[src/rtl/hazard_ctrl.sv]
// Pipeline hazard controller: load-use stalls, branch flushes, and a fixed-latency
// mul/div front-end hold, plus a saturating stall-cycle counter for performance debug.
module hazard_ctrl #(
  parameter int MD_LAT = 8,
  parameter int CNT_W  = 16
) (
  input  logic             clk,
  input  logic             rst,
  input  logic [4:0]       id_rs,
  input  logic [4:0]       id_rt,
  input  logic             id_uses_rt,
  input  logic             ex_memread,
  input  logic [4:0]       ex_rt,
  input  logic             branch_taken,
  input  logic             md_start,
  output logic             pc_stall,
  output logic             ifid_stall,
  output logic             ifid_flush,
  output logic             idex_nop,
  output logic             md_busy,
  output logic [CNT_W-1:0] stall_cnt
);

  typedef enum logic {RUN, MD_WAIT} state_t;

  localparam logic [7:0]       MD_LAT_M1 = 8'(MD_LAT - 1);
  localparam logic [CNT_W-1:0] CNT_ONE   = CNT_W'(1);

  state_t           state_q, state_d;
  logic [7:0]       md_cnt_q, md_cnt_d;
  logic             pend_flush_q, pend_flush_d;
  logic [CNT_W-1:0] stall_cnt_q, stall_cnt_d;

  logic lu;
  logic stall_c, flush_c, busy_c;

  // Load-use is purely combinational on the current ID/EX fields; r0 never hazards.
  always_comb begin
    lu = ex_memread && (ex_rt != 5'd0) &&
         ((ex_rt == id_rs) || (id_uses_rt && (ex_rt == id_rt)));
  end

  always_comb begin
    // NOTE: every signal gets a default before the case so no path can infer a latch.
    state_d      = state_q;
    md_cnt_d     = md_cnt_q;
    pend_flush_d = pend_flush_q;
    stall_c      = 1'b0;
    flush_c      = 1'b0;
    busy_c       = 1'b0;

    case (state_q)
      RUN: begin
        if (branch_taken || pend_flush_q) begin
          flush_c      = 1'b1;
          pend_flush_d = 1'b0;
        end else if (lu) begin
          stall_c = 1'b1;
        end
        if (md_start) begin
          state_d  = MD_WAIT;
          md_cnt_d = MD_LAT_M1;
        end
      end
      MD_WAIT: begin
        stall_c = 1'b1;
        busy_c  = 1'b1;
        // A redirect resolved while frozen is remembered and applied on the first RUN cycle.
        if (branch_taken) pend_flush_d = 1'b1;
        if (md_cnt_q == 8'd0) state_d = RUN;
        else                  md_cnt_d = md_cnt_q - 8'd1;
      end
      default: state_d = RUN;
    endcase

    // Controls are forced low while reset is held, independent of live inputs.
    if (rst) begin
      stall_c = 1'b0;
      flush_c = 1'b0;
      busy_c  = 1'b0;
    end

    stall_cnt_d = (stall_c && (stall_cnt_q != {CNT_W{1'b1}})) ? stall_cnt_q + CNT_ONE
                                                             : stall_cnt_q;
  end

  // NOTE: sequential state uses non-blocking assignments so all flops update together.
  always_ff @(posedge clk or posedge rst) begin
    if (rst) begin
      state_q      <= RUN;
      md_cnt_q     <= 8'd0;
      pend_flush_q <= 1'b0;
      stall_cnt_q  <= '0;
    end else begin
      state_q      <= state_d;
      md_cnt_q     <= md_cnt_d;
      pend_flush_q <= pend_flush_d;
      stall_cnt_q  <= stall_cnt_d;
    end
  end

  assign pc_stall   = stall_c;
  assign ifid_stall = stall_c;
  assign idex_nop   = stall_c;
  assign ifid_flush = flush_c;
  assign md_busy    = busy_c;
  assign stall_cnt  = stall_cnt_q;

endmodule
[config.mk]
export PLATFORM = sky130hd
export DESIGN_NAME = hazard_ctrl
export DESIGN_NICKNAME = d
export VERILOG_FILES = /design/src/rtl/hazard_ctrl.sv
export SDC_FILE = /design/constraint.sdc
export NUM_CORES = 1
export LEC_CHECK = 0
export ABC_AREA = 1
export CORE_UTILIZATION = 49
export CTS_CLUSTER_DIAMETER = 120
export DETAILED_ROUTE_END_ITERATION = 8
export PLACE_DENSITY_LB_ADDON = 0.15
export SETUP_SLACK_MARGIN = 0.5
export SLEW_MARGIN = 20
export SYNTH_ARGS = -nofsm -noshare
export SYNTH_HDL_FRONTEND = slang
export SYNTH_SLANG_ARGS = --single-unit
[constraint.sdc]
create_clock -name clk -period 1.8 [get_ports clk]
set_input_delay 0.18 -clock clk [delete_from_list [all_inputs] [get_ports clk]]
set_output_delay 0.18 -clock clk [all_outputs]
set_load 0.05 [all_outputs]
==> flow_metrics.py <==
metrics = {
    "route": {
        "drt_iter0_drc": 256,
        "drc_errors": 0,
        "vias_per_cell": 5.58,
        "drt_wl_total_mm": 6.99,
        "dr_total_vias": 2153,
        "wl_per_cell_um": 18.1,
        "drt.antenna.violating_nets": 0,
        "drt_first_pass_iters": 5,
    },
    "floorplanning": {
        "die_w_um": 61.4,
        "initial_core_util_pct": 51.5,
        "die_h_um": 61.4,
        "design.core.area_sq_um": 3360,
        "die-area_sq_um": 3780,
        "pin_count": 42,
        "num_rows": 21,
    },
    "worst_setup_path": {
        "critical_path_class": "reg -> reg",
        "crit_family": "simple AND/OR/NAND/NOR gates",
        "cp_common_cell": "nand2_1",
        "reg2regPathDepth": 8,
        "r2r-end": "stall_cnt[8]",
        "cp-end-kind": "flop",
        "slowest_stage": "dfrtp_2",
        "ff2ff_setup_slack_ps": 120,
        "worstPathArrival_ps": 1940,
        "critPathMaxStageDelay_ps": 450,
        "cp-start-kind": "flop",
        "reg2reg_from": "stall_cnt[11]",
        "cp_cell_sequence": "nand2_1 > nor2_4 > nand3_4 > nor3_4 > nand2_4 > buf_6 > nand3_1 > nand2_1",
        "cp.required_ps": 2060,
        "critPathMaxFanout": 6,
        "critical_path_buf_inv_count": 1,
    },
    "place": {
        "place_area_sq_um": 2380,
        "placed_cells_incl_taps": 342,
        "numPortBuffers": 41,
        "gp_congestion": 0.846,
        "dpl.hpwl_mm": 3.21,
    },
    "timing": {
        "tightest_slew_ps": 342,
        "max_slew_margin_pct": 77.2,
        "hold_viol_final": 0,
        "finalSetupTns_ps": 0,
        "finalCriticalPeriod_ps": 1680,
        "rsz0062_at_grt": "true",
        "setup_viol": 0,
        "finalMaxSlewViolations": 0,
        "skew_ps": 17.7,
        "period_share_pct": 93.2,
        "fmax_mhz": 596,
    },
    "grt": {
        "grt_overflow": 0,
        "grt_pass1_vias": 1846,
        "grt_start_max_net_pins": 27,
        "track_usage_pct": 29.7,
        "grt_pass1_wl_mm": 8.20,
        "antenna_found_initial": 0,
    },
    "cts": {
        "cts_inserted_buffers": 3,
        "clock_latency_ps": 350,
        "htree_levels": 1,
        "max-clock-path-buffers": 2,
        "clock_sinks": 26,
        "clk_pin_slew_ps": 160,
        "cts-root-buf": "clkbuf_4",
        "cts_tree": "built",
    },
    "synth": {
        "syn_inst": 251,
        "yosys_warnings": 0,
        "async_flop_share_pct": 100,
        "avgSynthCellArea_sq_um": 6.90,
        "netlist_area_sq_um": 1730,
        "synth_edf_count": 0,
        "yosysSeqAreaShare_pct": 37.6,
        "syn_nets": 274,
        "synthTopCellsByArea": "dfrtp_1 (38%), nand2_1 (19%), nand3_1 (8.1%)",
        "yosysTopAreaCell": "dfrtp_1",
        "yosysMostFrequentCell": "nand2_1",
        "netlist_top_cells_count": "nand2_1 (87), inv_1 (30), nand3_1 (28), dfrtp_1 (26), nor2_1 (26)",
        "synth_cell_types": 27,
        "yosysTopAreaCellShare_pct": 37.6,
        "ys_ff_latch": 26,
        "synth_ff_type": "dfrtp_1",
    },
    "finish": {
        "num-nets-final": 364,
        "drive_gt1_share_pct": 44.4,
        "antennaDiodeCount": 0,
        "area_growth_pct": 68.8,
        "finalNonFillerCells": 386,
        "stdcell_area_sq_um": 2920,
    },
    "power_and_ir_drop": {
        "leakage_nw": 1.47,
        "ir_drop_mv": 1.09,
        "p_per_area_nw_per_um2": 1100,
    },
    "flow_run": {
        "max_cap_viol_count": 0,
    },
    "worst_hold_path": {
        "hold_class": "in -> async",
    },
    "run_status": {
        "status": "complete, no violations",
    },
}
==> per-stage QoR <==
step	util, %	worst slack [ps]	total power (W)	hold WS [ps]
after floorplan	-	143	0.00182	74.4
after CTS	77.5	209	0.00267	301
after global routing	86.9	64.7	0.00334	323
after detailed placement	70.7	18.7	0.00217	498
final	86.9	122	0.00322	274
after global placement	70.7	63.2	0.00213	493
==> per-layer routing <==
layer | vias to the layer above | track usage [%] | routed length (um)
met5 | - | 0 | 0
met4 | 0 | 9.84 | 331
met3 | 36 | 3.78 | 533
met2 | 127 | 50.8 | 3420
met1 | 1020 | 39.1 | 2710
li1 | 970 | - | -
==> cells in the final DEF, fill, tap and decap left out, types with 6 or more instances in the layout <==
master / netlist / routed
nand3_4: 0 / 6
dfrtp_2: 0 / 16
inv_1: 30 / 25
xor2_1: 7 / 7
nor2_4: 1 / 9
dfrtp_1: 26 / 10
xnor2_1: 7 / 7
buf_4: 2 / 37
nand3_2: 1 / 13
nand4_1: 8 / 8
clkdlybuf4s50_1: 0 / 6
nand3_1: 28 / 10
nand2_2: 2 / 7
buf_2: 2 / 10
buf_6: 1 / 10
nor2_1: 26 / 17
clkbuf_4: 0 / 6
dlygate4sd2_1: 0 / 14
nand2_1: 87 / 78
==> worst max path at each step <==
| stage | start | end | slack [ps] | cells after the start |
|---|---|---|---|---|
| 6_report | stall_cnt[11] | stall_cnt[8] | 120 | 8 |
| 5_1_grt | stall_cnt[11] | stall_cnt[8] | 60 | 8 |
| 4_1_cts | stall_cnt[1] | stall_cnt[6] | 210 | 9 |
| 3_5_place_dp | ex_rt[3] | stall_cnt[4] | 20 | 12 |
| 3_3_place_gp | ex_rt[0] | ifid_stall | 60 | 10 |
| 2_1_floorplan | stall_cnt[1] | stall_cnt[15] | 140 | 10 |
==> cell families after synthesis <==
family / count (synthesis) / share of synthesized area (%)
and+or+nand+nor: 160 / 40.4
adders and majority gates: 2 / 1.44
AOI/OAI and AO/OA: 12 / 4.48
xor gates and xnor gates: 14 / 7.08
DFF: 26 / 37.6
buffers and inverters: 37 / 9.03
==> power breakdown <==
part | switching (W) | total, W | internal, W
Clock | 0.000197 | 0.000321 | 0.000124
Combinational | 0.00111 | 0.00194 | 0.000826
Sequential | 0.000202 | 0.000960 | 0.000758
==> area by class of cell <==
class                   instances  area [sq um]
multi-input cells             188          1230
repair buffers                 89           781
flip-flops and latches         26           671
fillers                       193           440
inverters                      32           136
well taps                      46          57.6
clock buffers                   4          36.3
repair inverters                1          6.26
==> flip-flops by register name, summed over array words and instances (netlist names) <==
register / cells
stall_cnt: 16
pend_flush_q: 1
md_cnt_q: 8
state_q: 1
==> worst reg2reg max path, delay by kind of cell (launching register included) <==
kind	cells	cell delay [ps]
AND/OR/NAND/NOR	7	970
flip-flops	1	450
buffers and inverters	1	160
==> timing repair <==
action	in CTS	in global routing
setup endpoints to repair	43	36
pin swaps	23	37
hold buffers	0	0
setup buffers	18	21
resized for setup	106	55
gates cloned	1	0
No activity file was read; power rests on OpenSTA's default activity.
